[src/rtl/io_bank_pkg.sv]
// Register map and bit positions shared by the io_bank RTL, MMU software and the bench.
package io_bank_pkg;
   localparam logic [7:0] IO_ID       = 8'h00;
   localparam logic [7:0] IO_GPIO_OUT = 8'h04;
   localparam logic [7:0] IO_GPIO_IN  = 8'h08;
   localparam logic [7:0] IO_TCOUNT   = 8'h0C;
   localparam logic [7:0] IO_TCMP     = 8'h10;
   localparam logic [7:0] IO_TCTRL    = 8'h14;
   localparam logic [7:0] IO_TXDATA   = 8'h18;
   localparam logic [7:0] IO_TXSTAT   = 8'h1C;

   // Word indices as seen on io_addr[7:2]
   localparam logic [5:0] W_ID       = IO_ID[7:2];
   localparam logic [5:0] W_GPIO_OUT = IO_GPIO_OUT[7:2];
   localparam logic [5:0] W_GPIO_IN  = IO_GPIO_IN[7:2];
   localparam logic [5:0] W_TCOUNT   = IO_TCOUNT[7:2];
   localparam logic [5:0] W_TCMP     = IO_TCMP[7:2];
   localparam logic [5:0] W_TCTRL    = IO_TCTRL[7:2];
   localparam logic [5:0] W_TXDATA   = IO_TXDATA[7:2];
   localparam logic [5:0] W_TXSTAT   = IO_TXSTAT[7:2];

   localparam int TCTRL_EN     = 0;
   localparam int TCTRL_IRQ_EN = 1;
   localparam int TCTRL_MATCH  = 2;

   localparam int TXSTAT_FULL  = 0;
   localparam int TXSTAT_EMPTY = 1;
   localparam int TXSTAT_OVF   = 2;
   localparam int TXSTAT_CNT   = 8;
endpackage

[src/rtl/io_bank_tx_fifo.sv]
// Byte TX FIFO: registered storage, no fall-through; a push on a full FIFO is only taken alongside a pop.
module io_tx_fifo #(
   parameter int WIDTH = 8,
   parameter int DEPTH = 8,
   parameter int LOG   = 3
) (
   input  logic             clk,
   input  logic             resetb,
   input  logic             push,
   input  logic [WIDTH-1:0] din,
   input  logic             pop,
   output logic [WIDTH-1:0] dout,
   output logic             full,
   output logic             empty,
   output logic [LOG:0]     count
);
   logic [WIDTH-1:0] mem_q [DEPTH];
   logic [LOG-1:0]   wr_ptr_q, wr_ptr_d, rd_ptr_q, rd_ptr_d;
   logic [LOG:0]     count_q, count_d;
   logic             do_push, do_pop;

   assign full    = (count_q == (LOG+1)'(DEPTH));
   assign empty   = (count_q == '0);
   assign count   = count_q;
   assign do_pop  = pop & ~empty;
   assign do_push = push & (~full | do_pop);
   assign dout    = empty ? '0 : mem_q[rd_ptr_q];

   always_comb begin
      wr_ptr_d = do_push ? wr_ptr_q + LOG'(1) : wr_ptr_q;
      rd_ptr_d = do_pop  ? rd_ptr_q + LOG'(1) : rd_ptr_q;
      count_d  = count_q + {{LOG{1'b0}}, do_push} - {{LOG{1'b0}}, do_pop};
   end

   always_ff @(posedge clk or negedge resetb) begin
      if (!resetb) begin
         wr_ptr_q <= '0;
         rd_ptr_q <= '0;
         count_q  <= '0;
      end else begin
         wr_ptr_q <= wr_ptr_d;
         rd_ptr_q <= rd_ptr_d;
         count_q  <= count_d;
      end
   end

   // Storage is not reset; dout is masked while empty.
   always_ff @(posedge clk) begin
      if (do_push) mem_q[wr_ptr_q] <= din;
   end
endmodule

[src/rtl/io_bank.sv]
// MMU I/O window responder: word register file with GPIO, 32-bit compare timer and a TX byte FIFO.
module io_bank
   import io_bank_pkg::*;
#(
   parameter logic [31:0] ID_VALUE = 32'h10B4_0001,
   parameter int          GPIO_W   = 8,
   parameter int          TX_DEPTH = 8,
   parameter int          TX_LOG   = 3
) (
   input  logic              clk,
   input  logic              resetb,
   input  logic [7:0]        io_addr,
   input  logic              io_en,
   input  logic              io_we,
   input  logic [31:0]       io_data_write,
   output logic [31:0]       io_data_read,
   input  logic [GPIO_W-1:0] gpio_in,
   output logic [GPIO_W-1:0] gpio_out,
   output logic              irq,
   output logic [7:0]        tx_data,
   output logic              tx_valid,
   input  logic              tx_ready
);
   logic [5:0]        widx;
   logic              wr, rd;
   logic              wr_gpio, wr_tcount, wr_tcmp, wr_tctrl, wr_txstat, push, pop;
   logic [7:0]        push_byte;
   logic [GPIO_W-1:0] gpio_out_q, gpio_out_d, sync1_q, sync2_q;
   logic [31:0]       tcount_q, tcount_d, tcmp_q, tcmp_d;
   logic              en_q, en_d, irq_en_q, irq_en_d, match_q, match_d, irq_q;
   logic              ovf_q, ovf_d;
   logic              tx_full, tx_empty;
   logic [TX_LOG:0]   tx_count;

   assign widx      = io_addr[7:2];
   assign wr        = io_en & io_we;
   assign rd        = io_en & ~io_we;
   assign wr_gpio   = wr & (widx == W_GPIO_OUT);
   assign wr_tcount = wr & (widx == W_TCOUNT);
   assign wr_tcmp   = wr & (widx == W_TCMP);
   assign wr_tctrl  = wr & (widx == W_TCTRL);
   assign wr_txstat = wr & (widx == W_TXSTAT);
   assign push      = wr & (widx == W_TXDATA);
   // Sub-word stores land on their own lane, so pick the byte the address points at
   assign push_byte = io_data_write[{io_addr[1:0], 3'b000} +: 8];
   assign pop       = tx_valid & tx_ready;

   io_tx_fifo #(.WIDTH(8), .DEPTH(TX_DEPTH), .LOG(TX_LOG)) u_tx_fifo (
      .clk    (clk),
      .resetb (resetb),
      .push   (push),
      .din    (push_byte),
      .pop    (pop),
      .dout   (tx_data),
      .full   (tx_full),
      .empty  (tx_empty),
      .count  (tx_count)
   );

   assign tx_valid = ~tx_empty;
   assign gpio_out = gpio_out_q;
   assign irq      = irq_q;

   always_comb begin
      gpio_out_d = wr_gpio ? io_data_write[GPIO_W-1:0] : gpio_out_q;
      tcmp_d     = wr_tcmp ? io_data_write : tcmp_q;
      en_d       = wr_tctrl ? io_data_write[TCTRL_EN] : en_q;
      irq_en_d   = wr_tctrl ? io_data_write[TCTRL_IRQ_EN] : irq_en_q;
      tcount_d   = tcount_q;
      if (wr_tcount)  tcount_d = io_data_write;
      else if (en_q)  tcount_d = tcount_q + 32'd1;
      // Sticky flags: a new set event beats a same-cycle write-one-to-clear
      match_d = (en_q & (tcount_q == tcmp_q)) |
                (match_q & ~(wr_tctrl & io_data_write[TCTRL_MATCH]));
      ovf_d   = (push & tx_full & ~pop) |
                (ovf_q & ~(wr_txstat & io_data_write[TXSTAT_OVF]));
   end

   always_ff @(posedge clk or negedge resetb) begin
      if (!resetb) begin
         gpio_out_q <= '0;
         sync1_q    <= '0;
         sync2_q    <= '0;
         tcount_q   <= '0;
         tcmp_q     <= 32'hFFFF_FFFF;
         en_q       <= 1'b0;
         irq_en_q   <= 1'b0;
         match_q    <= 1'b0;
         irq_q      <= 1'b0;
         ovf_q      <= 1'b0;
      end else begin
         gpio_out_q <= gpio_out_d;
         sync1_q    <= gpio_in;
         sync2_q    <= sync1_q;
         tcount_q   <= tcount_d;
         tcmp_q     <= tcmp_d;
         en_q       <= en_d;
         irq_en_q   <= irq_en_d;
         match_q    <= match_d;
         irq_q      <= match_d & irq_en_d;
         ovf_q      <= ovf_d;
      end
   end

   always_comb begin
      io_data_read = 32'h0;
      if (rd) begin
         case (widx)
            W_ID:       io_data_read = ID_VALUE;
            W_GPIO_OUT: io_data_read[GPIO_W-1:0] = gpio_out_q;
            W_GPIO_IN:  io_data_read[GPIO_W-1:0] = sync2_q;
            W_TCOUNT:   io_data_read = tcount_q;
            W_TCMP:     io_data_read = tcmp_q;
            W_TCTRL: begin
               io_data_read[TCTRL_EN]     = en_q;
               io_data_read[TCTRL_IRQ_EN] = irq_en_q;
               io_data_read[TCTRL_MATCH]  = match_q;
            end
            W_TXSTAT: begin
               io_data_read[TXSTAT_FULL]               = tx_full;
               io_data_read[TXSTAT_EMPTY]              = tx_empty;
               io_data_read[TXSTAT_OVF]                = ovf_q;
               io_data_read[TXSTAT_CNT +: TX_LOG + 1]  = tx_count;
            end
            default:    io_data_read = 32'h0;
         endcase
      end
   end
endmodule

[config.mk]
export PLATFORM = sky130hd
export DESIGN_NAME = io_bank
export DESIGN_NICKNAME = d
export VERILOG_FILES = /design/src/rtl/io_bank_pkg.sv /design/src/rtl/io_bank_tx_fifo.sv /design/src/rtl/io_bank.sv
export SDC_FILE = /design/constraint.sdc
export NUM_CORES = 1
export LEC_CHECK = 0
export BUFFER_PORTS_ARGS = -buffer_cell sky130_fd_sc_hd__buf_4
export CAP_MARGIN = 10
export CORE_UTILIZATION = 53
export CTS_CLUSTER_DIAMETER = 120
export DETAILED_ROUTE_END_ITERATION = 8
export PLACE_DENSITY = 0.86
export SLEW_MARGIN = 40
export SYNTH_ARGS = -nofsm -noshare
export SYNTH_HDL_FRONTEND = slang
export SYNTH_HIERARCHICAL = 1
export SYNTH_SLANG_ARGS = --single-unit
[constraint.sdc]
create_clock -name clk -period 3 [get_ports clk]
set_input_delay 0 -clock clk [delete_from_list [all_inputs] [get_ports clk]]
set_output_delay 0 -clock clk [all_outputs]
set_load 0.01 [all_outputs]
After elaboration in Yosys (flattened, before gate mapping). Memory sizes are Yosys's and may differ from the RTL's. Index checks and enable logic that the tools add are counted.

Memories kept: 1. Bits in read-only memories: 0. Latch bits: 0. Flip-flop bits (word level): 103. Word-level logic and storage cells: 71. Bits in writable memories: 64.

Memories: u_tx_fifo.mem_q (words 8, bits a word 8, rd ports 1, clocked after memory_dff 0, wr ports 1, RTL line io_bank_tx_fifo.sv:17) `logic [WIDTH-1:0] mem_q [DEPTH];`.

Magnitude comparators: 0. $add $sub $neg: 5. Shift-type cells: 1. Divide/modulo/power cells: 0. Muxes and demuxes: 11. Eq/ne operators: 9. Reductions and logical operators: 3. Multiply operators: 0. Bitwise gates (word level): 28.

Operators by type and width (count): two-way mux 32 bit (3); one-hot mux 20 bit (3 select lines) (1); adder 32 x 1 -> 32 bit (second input constant) (1); == test 32 bit (1); indexed part select 32 x 6 -> 8 bit (1); == test 6 x 3 -> 1 bit (second input constant) (4); one-hot mux 3 bit (7 select lines) (1); one-hot mux 5 bit (4 select lines) (1); bitwise AND 1 bit (19); == test 6 x 2 -> 1 bit (second input constant) (2); one-hot mux 4 bit (3 select lines) (1); two-way mux 8 bit (1); adder 3 x 1 -> 3 bit (second input constant) (2); == test 6 x 1 -> 1 bit (second input constant) (1); logical NOT 6 bit (1); inverter 1 bit (6); adder 4 x 1 -> 4 bit (1); == test 4 bit (second input constant) (1); logical NOT 4 bit (1); subtractor 4 x 1 -> 4 bit (1); two-way mux 1 bit (3); OR 1 bit (3); nonzero test 2 bit (1).

Depth between registers and ports, before layout.
Word-level depth: 8. Mapped depth: 11.

Hierarchy. The synthesis kept the hierarchy.

By module, submodules not included: io_bank (sequential area each 2367.3 um^2, cells an instance 501, instances 1, area each 5211.2 um^2); io_tx_fifo (sequential area each 2172.1 um^2, cells an instance 189, instances 1, area each 3118.0 um^2).

Worst setup path before layout. No wires, ideal clock.

Path kind: flip-flop to flip-flop. Start point: register u_tx_fifo.count_q[2] (netlist: u_tx_fifo/count[2]). End point: memory u_tx_fifo.mem_q[0][0], enable pin. Path slack: 0.252 ns. Stages on the path, launching flop included: 9. Data arrival time: 2.353 ns. Path buffers: 1. Cell sequence: dfrtp_1 > inv_1 > ha_1 > nor3b_1 > buf_2 > nor2b_1 > nor2b_1 > o21ai_4 > nor4_1.

Longest elaborated chain between the ends: 8.

RTL lines: start: declaration (RTL line io_bank_tx_fifo.sv:19) `logic [LOG:0] count_q, count_d;`; start signal: assignment (RTL line io_bank_tx_fifo.sv:43) `count_q <= count_d;`; logical NOT 4 bit (RTL line io_bank_tx_fifo.sv:23) `assign empty = (count_q == '0);`; net tx_empty (RTL line io_bank.sv:32) `logic tx_full, tx_empty;`; inverter 1 bit (RTL line io_bank.sv:60) `assign tx_valid = ~tx_empty;`; bitwise AND 1 bit (RTL line io_bank.sv:46) `assign pop = tx_valid & tx_ready;`; net pop (RTL line io_bank.sv:26) `logic wr_gpio, wr_tcount, wr_tcmp, wr_tctrl, wr_txstat, push, pop;`; bitwise AND 1 bit (RTL line io_bank_tx_fifo.sv:25) `assign do_pop = pop & ~empty;`; OR 1 bit (RTL line io_bank_tx_fifo.sv:26) `assign do_push = push & (~full | do_pop);`; bitwise AND 1 bit (RTL line io_bank_tx_fifo.sv:26); two-way mux 1 bit (RTL line io_bank_tx_fifo.sv:49) `if (do_push) mem_q[wr_ptr_q] <= din;`; two-way mux 1 bit (not written as such) (RTL line io_bank_tx_fifo.sv:49); end: declaration (RTL line io_bank_tx_fifo.sv:17).

The timed path passes the listed nets, and every way through them passes these cells.

Worst setup path in the final report.
Start point: register u_tx_fifo.count_q[2] (netlist: u_tx_fifo/count[2]). End point: memory u_tx_fifo.mem_q[7][7], enable pin.

Same word-level chain as after synthesis.

==> impl_metrics.tcl <==
set metrics [dict create \
    status "finished, final reports clean" \
    syn2layout_area_growth_pct 23.7 \
    seqPwrFrac_pct 42.7 \
    p_int_w 0.00489 \
    dieArea_um2 16200 \
    synthDistinctLibCells 60 \
    grt_overflow 0 \
    switching_share_pct 33.3 \
    clk_pin_slew_ps 70 \
    critPathMaxFanout 8 \
    place_congestion 0.951 \
    ys_warn_count 6 \
    worstHoldEndpoint "u_tx_fifo/rd_ptr_q[2]" \
    antenna_found_initial 0 \
    syn_area_um2 8330 \
    postCtsResizedCells 0 \
    finalSetupViolCount 0 \
    r2r_end "u_tx_fifo/mem_q[7][7]" \
    final-max-slew-violation-count 0 \
    rr_worst_depth 7 \
    dr.pass1.iters 7 \
    htreeDepth 4 \
    p_leak_nw 3.99 \
    clock_path_buffers 2 \
    tightest_slew_ps 696 \
    period_minus_slack_ps 2660 \
    layout.cells.non_filler 1052 \
    max_cap_violations 0 \
    synth_top_family_by_area "multiplexers" \
    skew_ps 6.85 \
    rows 45 \
    r2r_slack_ps 340 \
    fp.dieH_um 127 \
    insertion_delay_ps 430 \
    grt_pass1_wl_mm 34.2 \
    synth_compound_area_share_pct 9.16 \
    synth_xor_area_share_pct 7.26 \
    hold_buffers 42 \
    die_width_um 127 \
    start_kind "register" \
    p_clk_share_pct 28.9 \
    timing.fmax_ghz 0.376 \
    ys_async_sr_fraction_pct 61.7 \
    cts_tree "built" \
    clock-sinks 167 \
    setup_tns_ps 0 \
    final_area_um2 10300 \
    place_area_um2 9310 \
    timing.final.crit_share_pct 88.6 \
    worstReg2RegStart "u_tx_fifo/count[2]" \
    crit_required_ps 3060 \
    antennaDiodeCount 0 \
    place_hpwl_mm 14.9 \
    crit_start "u_tx_fifo/count[2]" \
    yosysSeqAreaShare_pct 54.5 \
    powerDensity_nw_per_um2 711 \
    final_hold_viol_count 0 \
    cts_root_buf "clkbuf_16" \
    routed_wl_mm 22.0 \
    synth_ff_type "dfrtp_1" \
    grt_usage_pct 28.3 \
    hp-start "tx_ready" \
    relSlewSlack_pct 53.2 \
    hold_depth 4 \
    ant_nets 0 \
    initial_core_util_pct 54.6 \
    synth_simple_gate_area_share_pct 12.3 \
    io_buffers 102 \
    grt_max_degree 71 \
    cts_setup_buffers 0 \
    rsz0062_at_grt "false" \
    drc 0 \
    timing_worst_setup_path_type "reg2reg" \
    final_nets 890 \
    num_vias 6390 \
    dpl.cell_count 978 \
    p_sw_w 0.00244 \
    synthMuxAreaShare_pct 12.5 \
    syn_area_per_cell_um2 12.1 \
    grt_pass1_vias 6441 \
    drt_iter0_markers 751 \
    synth_edf_count 64 \
    layout-drive-gt1-share_pct 30.0 \
    synthCells 690 \
    hold_path_class "in2reg" \
    max-vdd-ir-drop_v 0.000439 \
    comb_power_share_pct 28.5 \
    io_pins 103 \
    core_area_um2 15300 \
    arrival_ps 2710 \
    via_per_inst 6.07 \
    synth_nets 752 \
    cts-buffers-inserted 17 \
    synth_fa_ha_area_share_pct 1.44 \
    routedWlPerCell_um 20.9 \
    cp-end-kind "register" \
    synth-seq-cells 167 \
]
-- through the flow --
step                hold slack [ps]  worst slack, ps  utilization (%)  total power, W
floorplan                      -296              252                -         0.00450
global placement                109              611             61.0         0.00507
detailed placement             44.5              476             61.0         0.00515
CTS                            64.6              379             67.6         0.00731
global route                   80.9              213             67.6         0.00764
finish                         72.4              342             67.6         0.00733
-- logic make-up (layout without fill, tap and decap cells) --
logic type,Yosys count,in the layout
multiplexers,88,88
AO/OA/AOI/OAI,111,111
AND/OR/NAND/NOR,193,193
adder cells (fa/ha/maj),9,9
flip-flops,167,167
XOR/XNOR,69,69
buffers and inverters,53,204
-- cells in the final DEF, fill, tap and decap left out, drive strengths merged, types with 8 or more instances in the layout --
| cell | instances |
|---|---|
| buf | 119 |
| dfrtp | 71 |
| edfxtp | 64 |
| nand2 | 51 |
| xnor2 | 45 |
| mux2 | 44 |
| dlygate4sd3 | 42 |
| nor2 | 39 |
| mux2i | 36 |
| a22oi | 33 |
| dfstp | 32 |
| o21ai | 31 |
| nor3 | 25 |
| xor2 | 24 |
| clkbuf | 20 |
| nand3 | 19 |
| a22o | 17 |
| a21oi | 16 |
| nand4 | 16 |
| inv | 15 |
| nor4 | 9 |
| mux4 | 8 |
| ha | 8 |
-- flip-flops by register name, indices dropped and copies added (netlist names) --
register / cells
u_tx_fifo/mem_q: 64
tcmp_q: 32
tcount_q: 32
gpio_out: 8
sync1_q: 8
sync2_q: 8
u_tx_fifo/count: 4
u_tx_fifo/rd_ptr_q: 3
u_tx_fifo/wr_ptr_q: 3
en_q: 1
irq: 1
irq_en_q: 1
match_q: 1
ovf_q: 1
-- metal layers --
| metal | track usage (%) | routed length (um) | up-vias |
|---|---|---|---|
| li1 | - | - | 2813 |
| met1 | 34.5 | 8490 | 3154 |
| met2 | 46.7 | 11000 | 342 |
| met3 | 5.65 | 1520 | 81 |
| met4 | 16.9 | 1080 | 0 |
| met5 | 0 | 0 | - |
-- Yosys cell counts, types with 15 or more instances --
master,n,share of area (%)
clkbuf_1,19,0.86
o21ai_0,24,1.4
mux2_2,43,5.8
nand3_1,18,1.1
nand4_1,16,1.2
edfxtp_1,64,23
a22oi_1,33,3.0
mux2i_1,36,4.3
xor2_1,24,2.5
nor2_1,38,1.7
a22o_1,17,1.8
xnor2_1,45,4.7
nor3_1,22,1.3
dfrtp_1,71,21
dfstp_2,32,10
a21oi_1,16,0.96
buf_2,15,0.90
nand2_1,51,2.3
-- power groups by stage --
| stage | Clock (W) | Combinational [W] | Sequential, W |
|---|---|---|---|
| after floorplan | 0 | 0.00154 | 0.00296 |
| after global placement | 0 | 0.00195 | 0.00312 |
| after detailed placement | 0 | 0.00201 | 0.00314 |
| after CTS | 0.00213 | 0.00207 | 0.00310 |
| after global routing | 0.00224 | 0.00225 | 0.00316 |
| final | 0.00211 | 0.00209 | 0.00313 |
-- layout make-up --
type | count | area (um^2)
Clock buffer | 20 | 459
Clock inverter | 12 | 116
Fill cell | 1044 | 4950
Inverter | 11 | 41.3
Multi-Input combinational cell | 470 | 3570
Sequential cell | 167 | 4540
Tap cell | 211 | 264
Timing Repair Buffer | 161 | 1320
-- worst max-delay path: stages (launching register included) --
cell and delay, ps:
dfrtp_1 350, inv_1 70, ha_1 210, nor3b_2 160, nor2b_1 260, nor2b_1 370, o211ai_1 260, nor2_1 610
-- worst max path at each step --
stage	slack [ps]	cells past startpoint	to
2_1_floorplan	250	8	u_tx_fifo/mem_q[0][0]
3_3_place_gp	610	7	u_tx_fifo/mem_q[6][4]
3_5_place_dp	480	7	u_tx_fifo/mem_q[5][7]
4_1_cts	380	7	u_tx_fifo/mem_q[7][7]
5_1_grt	210	7	u_tx_fifo/mem_q[7][2]
6_report	340	7	u_tx_fifo/mem_q[7][7]
Power figures use the tool's default switching activity.
